$ cat src/rtl/conv_frame_ctrl.sv
// Frame controller for a 4x4 / 3x3 convolution array: loads 25 operand bytes, runs the array, drains 4 results.
// Optional RUN watchdog enabled with `define CONV_TIMEOUT_EN (TIMEOUT cycles, then ERR and back to LOAD).
module conv_frame_ctrl #(
    parameter int TIMEOUT = 255
) (
    input  logic         clk,
    input  logic         rst,
    input  logic         in_valid,
    output logic         in_ready,
    input  logic [7:0]   in_data,
    output logic [127:0] a_flat,
    output logic [71:0]  b_flat,
    output logic         active_single,
    input  logic         done_single,
    input  logic [7:0]   c11,
    input  logic [7:0]   c12,
    input  logic [7:0]   c21,
    input  logic [7:0]   c22,
    output logic         out_valid,
    input  logic         out_ready,
    output logic [7:0]   out_data,
    output logic         busy,
    output logic         err,
    output logic [7:0]   frames_done
);

    localparam int A_BYTES     = 16;
    localparam int B_BYTES     = 9;
    localparam int LAST_BYTE   = A_BYTES + B_BYTES - 1;
    localparam int RES_BYTES   = 4;

    typedef enum logic [1:0] {
        S_LOAD  = 2'd0,
        S_RUN   = 2'd1,
        S_DRAIN = 2'd2,
        S_ERR   = 2'd3
    } state_t;

    state_t      state_reg;
    logic [4:0]  byte_cnt_reg;
    logic [7:0]  a_mem   [A_BYTES];
    logic [7:0]  b_mem   [B_BYTES];
    logic [7:0]  res_mem [RES_BYTES];
    logic [1:0]  out_idx_reg;
    logic        in_ready_reg;
    logic        active_reg;
    logic        out_valid_reg;
    logic [7:0]  out_data_reg;
    logic [7:0]  frames_reg;

    logic        in_fire;
    logic        out_fire;
    logic [3:0]  b_idx;
    logic [1:0]  out_idx_next;

    assign in_fire      = in_valid && in_ready_reg;
    assign out_fire     = out_valid_reg && out_ready;
    assign b_idx        = 4'(byte_cnt_reg - 5'd16);
    assign out_idx_next = out_idx_reg + 2'd1;

`ifdef CONV_TIMEOUT_EN
    localparam int TMO_W = (TIMEOUT > 1) ? $clog2(TIMEOUT) : 1;
    localparam logic [TMO_W-1:0] TMO_LAST = TMO_W'((TIMEOUT > 0) ? TIMEOUT - 1 : 0);

    logic             err_reg;
    logic [TMO_W-1:0] tmo_cnt_reg;

    assign err = err_reg;
`else
    // Watchdog absent: err is a constant low; TIMEOUT is referenced so both builds share one parameter list.
    assign err = 1'b0 && (TIMEOUT > 0);
`endif

    genvar gi;
    generate
        for (gi = 0; gi < A_BYTES; gi++) begin : g_a_flat
            assign a_flat[8*gi +: 8] = a_mem[gi];
        end
        for (gi = 0; gi < B_BYTES; gi++) begin : g_b_flat
            assign b_flat[8*gi +: 8] = b_mem[gi];
        end
    endgenerate

    assign in_ready      = in_ready_reg;
    assign active_single = active_reg;
    assign out_valid     = out_valid_reg;
    assign out_data      = out_data_reg;
    assign frames_done   = frames_reg;
    assign busy          = (state_reg != S_LOAD);

    always_ff @(posedge clk or negedge rst) begin
        if (!rst) begin
            state_reg     <= S_LOAD;
            byte_cnt_reg  <= '0;
            out_idx_reg   <= '0;
            in_ready_reg  <= 1'b0;
            active_reg    <= 1'b0;
            out_valid_reg <= 1'b0;
            out_data_reg  <= '0;
            frames_reg    <= '0;
            for (int i = 0; i < A_BYTES; i++) a_mem[i] <= '0;
            for (int i = 0; i < B_BYTES; i++) b_mem[i] <= '0;
            for (int i = 0; i < RES_BYTES; i++) res_mem[i] <= '0;
`ifdef CONV_TIMEOUT_EN
            err_reg       <= 1'b0;
            tmo_cnt_reg   <= '0;
`endif
        end else begin
            case (state_reg)
                S_LOAD: begin
                    // in_ready comes up one cycle after reset release and stays up until the last byte lands
                    in_ready_reg <= 1'b1;
                    if (in_fire) begin
                        if (byte_cnt_reg < 5'(A_BYTES))
                            a_mem[byte_cnt_reg[3:0]] <= in_data;
                        else
                            b_mem[b_idx] <= in_data;
`ifdef CONV_TIMEOUT_EN
                        if (byte_cnt_reg == 5'd0)
                            err_reg <= 1'b0;
`endif
                        if (byte_cnt_reg == 5'(LAST_BYTE)) begin
                            byte_cnt_reg <= '0;
                            in_ready_reg <= 1'b0;
                            active_reg   <= 1'b1;
                            state_reg    <= S_RUN;
`ifdef CONV_TIMEOUT_EN
                            tmo_cnt_reg  <= '0;
`endif
                        end else begin
                            byte_cnt_reg <= byte_cnt_reg + 5'd1;
                        end
                    end
                end

                S_RUN: begin
                    if (done_single) begin
                        res_mem[0]    <= c11;
                        res_mem[1]    <= c12;
                        res_mem[2]    <= c21;
                        res_mem[3]    <= c22;
                        out_data_reg  <= c11;
                        out_valid_reg <= 1'b1;
                        out_idx_reg   <= '0;
                        active_reg    <= 1'b0;
                        state_reg     <= S_DRAIN;
                    end
`ifdef CONV_TIMEOUT_EN
                    else if (tmo_cnt_reg == TMO_LAST) begin
                        active_reg <= 1'b0;
                        err_reg    <= 1'b1;
                        state_reg  <= S_ERR;
                    end else begin
                        tmo_cnt_reg <= tmo_cnt_reg + 1'b1;
                    end
`endif
                end

                S_DRAIN: begin
                    // out_data only moves on a completed transfer, so it is stable under back-pressure
                    if (out_fire) begin
                        if (out_idx_reg == 2'd3) begin
                            out_valid_reg <= 1'b0;
                            frames_reg    <= frames_reg + 8'd1;
                            in_ready_reg  <= 1'b1;
                            state_reg     <= S_LOAD;
                        end else begin
                            out_idx_reg  <= out_idx_next;
                            out_data_reg <= res_mem[out_idx_next];
                        end
                    end
                end

                S_ERR: begin
                    in_ready_reg <= 1'b1;
                    state_reg    <= S_LOAD;
                end

                default: begin
                    state_reg <= S_LOAD;
                end
            endcase
        end
    end

endmodule
$ cat config.mk
export PLATFORM = sky130hd
export DESIGN_NAME = conv_frame_ctrl
export DESIGN_NICKNAME = d
export VERILOG_FILES = /design/src/rtl/conv_frame_ctrl.sv
export SDC_FILE = /design/constraint.sdc
export NUM_CORES = 1
export LEC_CHECK = 0
export BUFFER_PORTS_ARGS = -buffer_cell sky130_fd_sc_hd__buf_2
export CORE_ASPECT_RATIO = 0.7
export CORE_UTILIZATION = 57
export DETAILED_ROUTE_END_ITERATION = 10
export GPL_TIMING_DRIVEN = 0
export PLACE_DENSITY = 0.89
export SKIP_CTS_REPAIR_TIMING = 1
export SLEW_MARGIN = 20
export SYNTH_ARGS = -nofsm -noshare
export SYNTH_HDL_FRONTEND = slang
export SYNTH_SLANG_ARGS = --single-unit
export TNS_END_PERCENT = 30
$ cat constraint.sdc
create_clock -name clk -period 6.13 [get_ports clk]
set_input_delay 0.613 -clock clk [delete_from_list [all_inputs] [get_ports clk]]
set_output_delay 0.613 -clock clk [all_outputs]
set_load 0.02 [all_outputs]
==> results of run 1 <==
[placed cells by master, fill, tap and decap left out, types with 3 or more instances in the layout]
master | netlist | layout
buf_2 | 2 | 265
nand3_1 | 6 | 6
mux2_2 | 238 | 238
a221oi_1 | 8 | 8
nand2_1 | 20 | 20
nand2_2 | 8 | 8
dfrtp_1 | 260 | 260
clkbuf_16 | 0 | 25
clkbuf_8 | 0 | 5
clkinv_2 | 0 | 5
mux2_1 | 4 | 4
nand3_2 | 5 | 5
xnor2_1 | 6 | 6
o21ai_0 | 5 | 5
nor2_1 | 12 | 12
ha_1 | 6 | 6
a21oi_1 | 15 | 15
nor2b_1 | 3 | 3
nand4_1 | 4 | 4
nor3_1 | 9 | 9
clkbuf_1 | 31 | 36
inv_1 | 8 | 8
and3_1 | 4 | 4
mux2i_1 | 8 | 8
[worst min path at each step]
| stage | end | cells past startpoint | startpoint | slack (ns) |
|---|---|---|---|---|
| after floorplan | a_flat[0] | 0 | rst | 0.32 |
| after global placement | frames_done[7] | 1 | frames_done[7] | 0.46 |
| after detailed placement | b_flat[63] | 1 | b_flat[63] | 0.48 |
| after CTS | b_flat[12] | 1 | rst | 0.15 |
| after global routing | b_flat[12] | 1 | rst | 0.18 |
| final | b_flat[13] | 1 | rst | 0.10 |
[metrics by stage]
| step | setup WS [ns] | utilization | hold WS, ns | power, uW | area, um2 |
|---|---|---|---|---|---|
| 6_report | 3.67 | 0.737 | 0.102 | 6840 | 12900 |
| 5_1_grt | 3.40 | 0.737 | 0.178 | 7170 | 12900 |
| 4_1_cts | 3.62 | 0.737 | 0.148 | 6870 | 12900 |
| 3_5_place_dp | 3.55 | 0.690 | 0.480 | 5310 | 12100 |
| 3_3_place_gp | -0.0733 | 0.686 | 0.458 | 5190 | 12000 |
| 2_1_floorplan | 4.05 | - | 0.317 | 4350 | 10400 |
[cells by family after synthesis]
| logic type | after synthesis | synth area share |
|---|---|---|
| xor gates and xnor gates | 8 | 0.00673 |
| AOI/OAI and AO/OA | 36 | 0.0226 |
| DFF | 260 | 0.625 |
| muxes | 250 | 0.269 |
| and+or+nand+nor | 86 | 0.0505 |
| buffers and inverters | 46 | 0.0184 |
| other | 1 | 0.000360 |
| adders and majority gates | 6 | 0.00721 |
[worst register-to-register path, cell delays in order (launching register included)]
cell      delay [ns]
dfrtp_1         0.35
buf_2           0.24
nor2b_1         0.16
clkbuf_1        0.30
nand2_1         0.15
nor3_2          0.73
mux2_2          0.43
[cell type report]
class | instances | area, um2
diodes | 1 | 2.50
plain buffers | 38 | 161
clock buffers | 35 | 713
clock inverters | 10 | 110
fillers | 1137 | 4600
inverters | 8 | 30.0
multi-input cells | 387 | 3710
flip-flops and latches | 260 | 6510
well taps | 231 | 289
repair buffers | 266 | 1390
[metal layers]
layer / up-vias / part of all wire / GRT usage
met1: 3460 / 0.44 / 0.377
li1: 3044 / - / -
met3: 41 / 0.073 / 0.0599
met2: 256 / 0.47 / 0.458
met4: 0 / 0.019 / 0.0710
met5: - / 0 / 0
[where the power goes]
| group | leakage, uW | switching, uW | internal [uW] |
|---|---|---|---|
| clock | 0.000407 | 645 | 898 |
| sequential | 0.00337 | 358 | 2390 |
| combinational | 0.00289 | 1520 | 1030 |
| total | 0.00666 | 2520 | 4320 |
==> results_dict.tcl, run 1 <==
set metrics [dict create \
    drt-wirelength-per-cell_um 20.7 \
    drtIter0Drc 416 \
    min_period_ns 2.46 \
    slew_viol_final 0 \
    critical_path_buf_inv_count 2 \
    clock.fmax_ghz 0.406 \
    initial_core_util 0.594 \
    synth_common_cells "dfrtp_1, mux2_2, clkbuf_1" \
    avgSynthCellArea_um2 15.0 \
    synth_seq_cells 260 \
    drv_cap 0 \
    critPathKind "flop to flop" \
    grt_pass1_wl_mm 39.9 \
    setup_viol 0 \
    cp.depth 6 \
    end_kind "flop" \
    port_buffers 264 \
    outcome "finished clean" \
    dp_hpwl_mm 17.9 \
    cts_tree "built" \
    drc 0 \
    arrival_ns 2.87 \
    vias_per_cell 5.50 \
    grt_max_degree 103 \
    synth_area_leaders "dfrtp_1, mux2_2, clkbuf_1, mux2i_1, a21oi_1" \
    syn_area_um2 10400 \
    placed_cells 1190 \
    yosysUniqueCellTypes 47 \
    clock-sinks 260 \
    syn_inst 693 \
    r2r-start "byte_cnt_reg[3]" \
    critPathLaunchType "flop" \
    grt_overflow_total 0 \
    skew_ns 0.0175 \
    power.density_nw_per_um2 530 \
    first_pass_iters 4 \
    hold_viol 0 \
    hp-class "input pin to asynchronous set/reset pin" \
    crit_start "byte_cnt_reg[3]" \
    synth-edff-count 0 \
    area_delta_synth_final_pct 24.0 \
    crit_family "simple AND/OR/NAND/NOR gates" \
    reg2reg_slack_ns 3.67 \
    fin_crit_sh 0.402 \
    required_ns 6.53 \
    ir_drop_v 0.000347 \
    reg2reg_to "b_flat[68]" \
    synth_top_area_frac 0.625 \
    drt-total-wl_mm 25.5 \
    path_clk_slew_ns 0.07 \
    ys_seq_area_frac 0.625 \
    path_cells "buf_2 -> nor2b_1 -> clkbuf_1 -> nand2_1 -> nor3_2 -> mux2_2" \
    place.gp.congestion 0.807 \
    synth.most_common_cell "dfrtp_1" \
    p_leak_uw 0.00666 \
    numCtsBuffers 25 \
    syn_nets 744 \
    cts_root_buf "clkbuf_16" \
    grt_pass1_vias 7156 \
    setup_tns_ns 0 \
    rows 40 \
    crit_slowest_cell "nor3_2" \
    cts_max_path_buffers 3 \
    die_w_um 164 \
    synthFlopType "dfrtp_1" \
    drive_gt1_frac 0.569 \
    gr-usage-all-layers 0.277 \
    largest_register_ffs 128 \
    nNetsFinal 1037 \
    io_pins 266 \
    slowest_delay_ns 0.73 \
    worstSetupEndpoint "b_flat[68]" \
    worstSkewPairLatency_ns 0.52 \
    worst_slew_pin_slew_ns 0.886 \
    rsz0062_at_grt "no" \
    die_y_um 115 \
    r2r_cells 6 \
    dieArea_um2 18800 \
    worstPathMaxFanout 10 \
    worst_slew_margin_rel 0.406 \
    async_flop_share 1.00 \
    core_um2 17500 \
    cts_htree_levels 1 \
    fin_cells 1236 \
    netlist.top_cell.by_area "dfrtp_1" \
    antenna_found_initial 0 \
    vias 6801 \
    drtAntennaViolNets 0 \
    yosys_warnings 0 \
]
No activity file was read; power rests on OpenSTA's default activity.
==> run 2, diff against run 1 <==
- CORE_UTILIZATION: 57 -> 48
- PLACE_DENSITY: 0.89 -> 0.8
- clock period: 6.13 -> 2.2 ns (I/O delays scaled with it)
==> results_dict.tcl, run 2 (synthesized netlist as in run 1, its figures left out) <==
set metrics [dict create \
    outcome "complete, but fails checks" \
    violations "negative setup slack" \
    drt-total-wl_mm 25.8 \
    drtAntennaViolNets 0 \
    final_common_cell "buf_2" \
    cts_htree_levels 1 \
    stdcell_area_um2 13400 \
    critPathKind "flop to flop" \
    r2r_cells 6 \
    port_buffers 264 \
    nNetsFinal 1071 \
    fin_crit_sh 1.03 \
    drtIter0Drc 274 \
    slowest_delay_ns 0.41 \
    crit_slowest_cell "or3b_1" \
    first_pass_iters 4 \
    power.density_nw_per_um2 1420 \
    hp-class "input pin to flop" \
    mostFrequentLayoutCells "buf_2, dfrtp_1, mux2_2" \
    clock.fmax_ghz 0.443 \
    core_um2 21000 \
    r2r-start "state_reg[1]" \
    cts_root_buf "clkbuf_16" \
    critPathLaunchType "flop" \
    path_cells "clkbuf_2 -> or3b_1 -> buf_6 -> nor2_1 -> nand3_2 -> mux2_2" \
    crit_start "state_reg[1]" \
    required_ns 2.59 \
    dp_slack_ns -0.262 \
    initial_core_util 0.496 \
    clock-sinks 260 \
    cts_max_path_buffers 3 \
    place_area_um2 12100 \
    cts_tree "built" \
    worstSetupEndpoint "a_flat[63]" \
    io_pins 266 \
    skew_ns 0.00678 \
    p_leak_uw 0.00683 \
    min_period_ns 2.26 \
    setup_tns_ns -0.907 \
    reg2reg_to "a_flat[63]" \
    vias_per_cell 5.26 \
    largest_register_ffs 128 \
    numCtsBuffers 25 \
    drive_gt1_frac 0.565 \
    dp_hpwl_mm 17.6 \
    hold_viol 0 \
    drc 0 \
    grt_pass1_vias 7028 \
    worst_slew_pin_slew_ns 0.734 \
    dieArea_um2 22300 \
    die_w_um 178 \
    grt_max_degree 96 \
    drt-wirelength-per-cell_um 19.6 \
    path_clk_slew_ns 0.06 \
    die_y_um 125 \
    setup_slack_ns -0.0567 \
    place.gp.congestion 0.773 \
    rows 44 \
    ir_drop_v 0.000827 \
    vias 6904 \
    drv_cap 0 \
    rsz0062_at_grt "yes" \
    total_power_uw 18900 \
    grt_overflow_total 0 \
    hold_slack_ns 0.0538 \
    end_kind "flop" \
    setup_viol 25 \
    slew_viol_final 0 \
    worstPathMaxFanout 9 \
    area_delta_synth_final_pct 28.3 \
    gr-usage-all-layers 0.224 \
    worst_slew_margin_rel 0.511 \
    worstSkewPairLatency_ns 0.50 \
    reg2reg_slack_ns -0.06 \
    antenna_found_initial 1 \
    arrival_ns 2.64 \
    grt_pass1_wl_mm 39.0 \
]
run 2: cell count changes in the layout (fill, tap and decap cells not counted), moves of 2 or more:
cell           delta
dlygate4sd3_1    +33
nand2_1           -8
nand2_2           +8
clkbuf_1          -5
buf_12            +2
clkbuf_2          +2
inv_6             -2
nor3_2            -2
nor3_4            +2
run 2: layer usage:
metal	part of all wire	global-route usage
met3	0.062	0.0578
met2	0.46	0.351
met1	0.46	0.317
met4	0.016	0.0452
met5	0	0
run 2: critical path, delay by kind of cell, from the launching register on:
family,cells,cell delay (ns)
buffers and inverters,2,0.33
flip-flops,1,0.36
multiplexers,1,0.39
AND/OR/NAND/NOR,3,1.06
run 2: through the flow:
stage / utilization / std cells
after detailed placement: 0.579 / 1235
after global routing: 0.637 / 1313
final: 0.637 / 1313
after floorplan: - / 693
after global placement: 0.576 / 1233
after CTS: 0.617 / 1278
run 2: layout make-up:
| cell class | count | area, um2 |
|---|---|---|
| antenna | 1 | 2.50 |
| timing repair buffer | 301 | 1760 |
| multi-input combinational | 387 | 3760 |
| fill | 1590 | 7620 |
| clock inverter | 9 | 76.3 |
| sequential | 260 | 6510 |
| clock buffer | 34 | 719 |
| tap | 276 | 345 |
| buffer | 37 | 164 |
| inverter | 8 | 30.0 |
run 2: how the worst min path moves through the flow:
stage / start / to / slack (ns) / depth (start not counted)
global placement: c22[3] / res_mem[3] / 0.45 / 2
CTS: rst / b_flat[50] / -0.23 / 1
floorplan: rst / a_flat[0] / -0.08 / 0
detailed placement: rst / b_flat[17] / 0.31 / 1
finish: in_data[6] / a_flat[94] / 0.05 / 2
global route: in_data[6] / a_flat[94] / 0.07 / 2
run 2: power by group:
group	internal, uW	switching, uW
registers	6670	976
clock network	2400	1760
logic	2910	4200
total	12000	6940
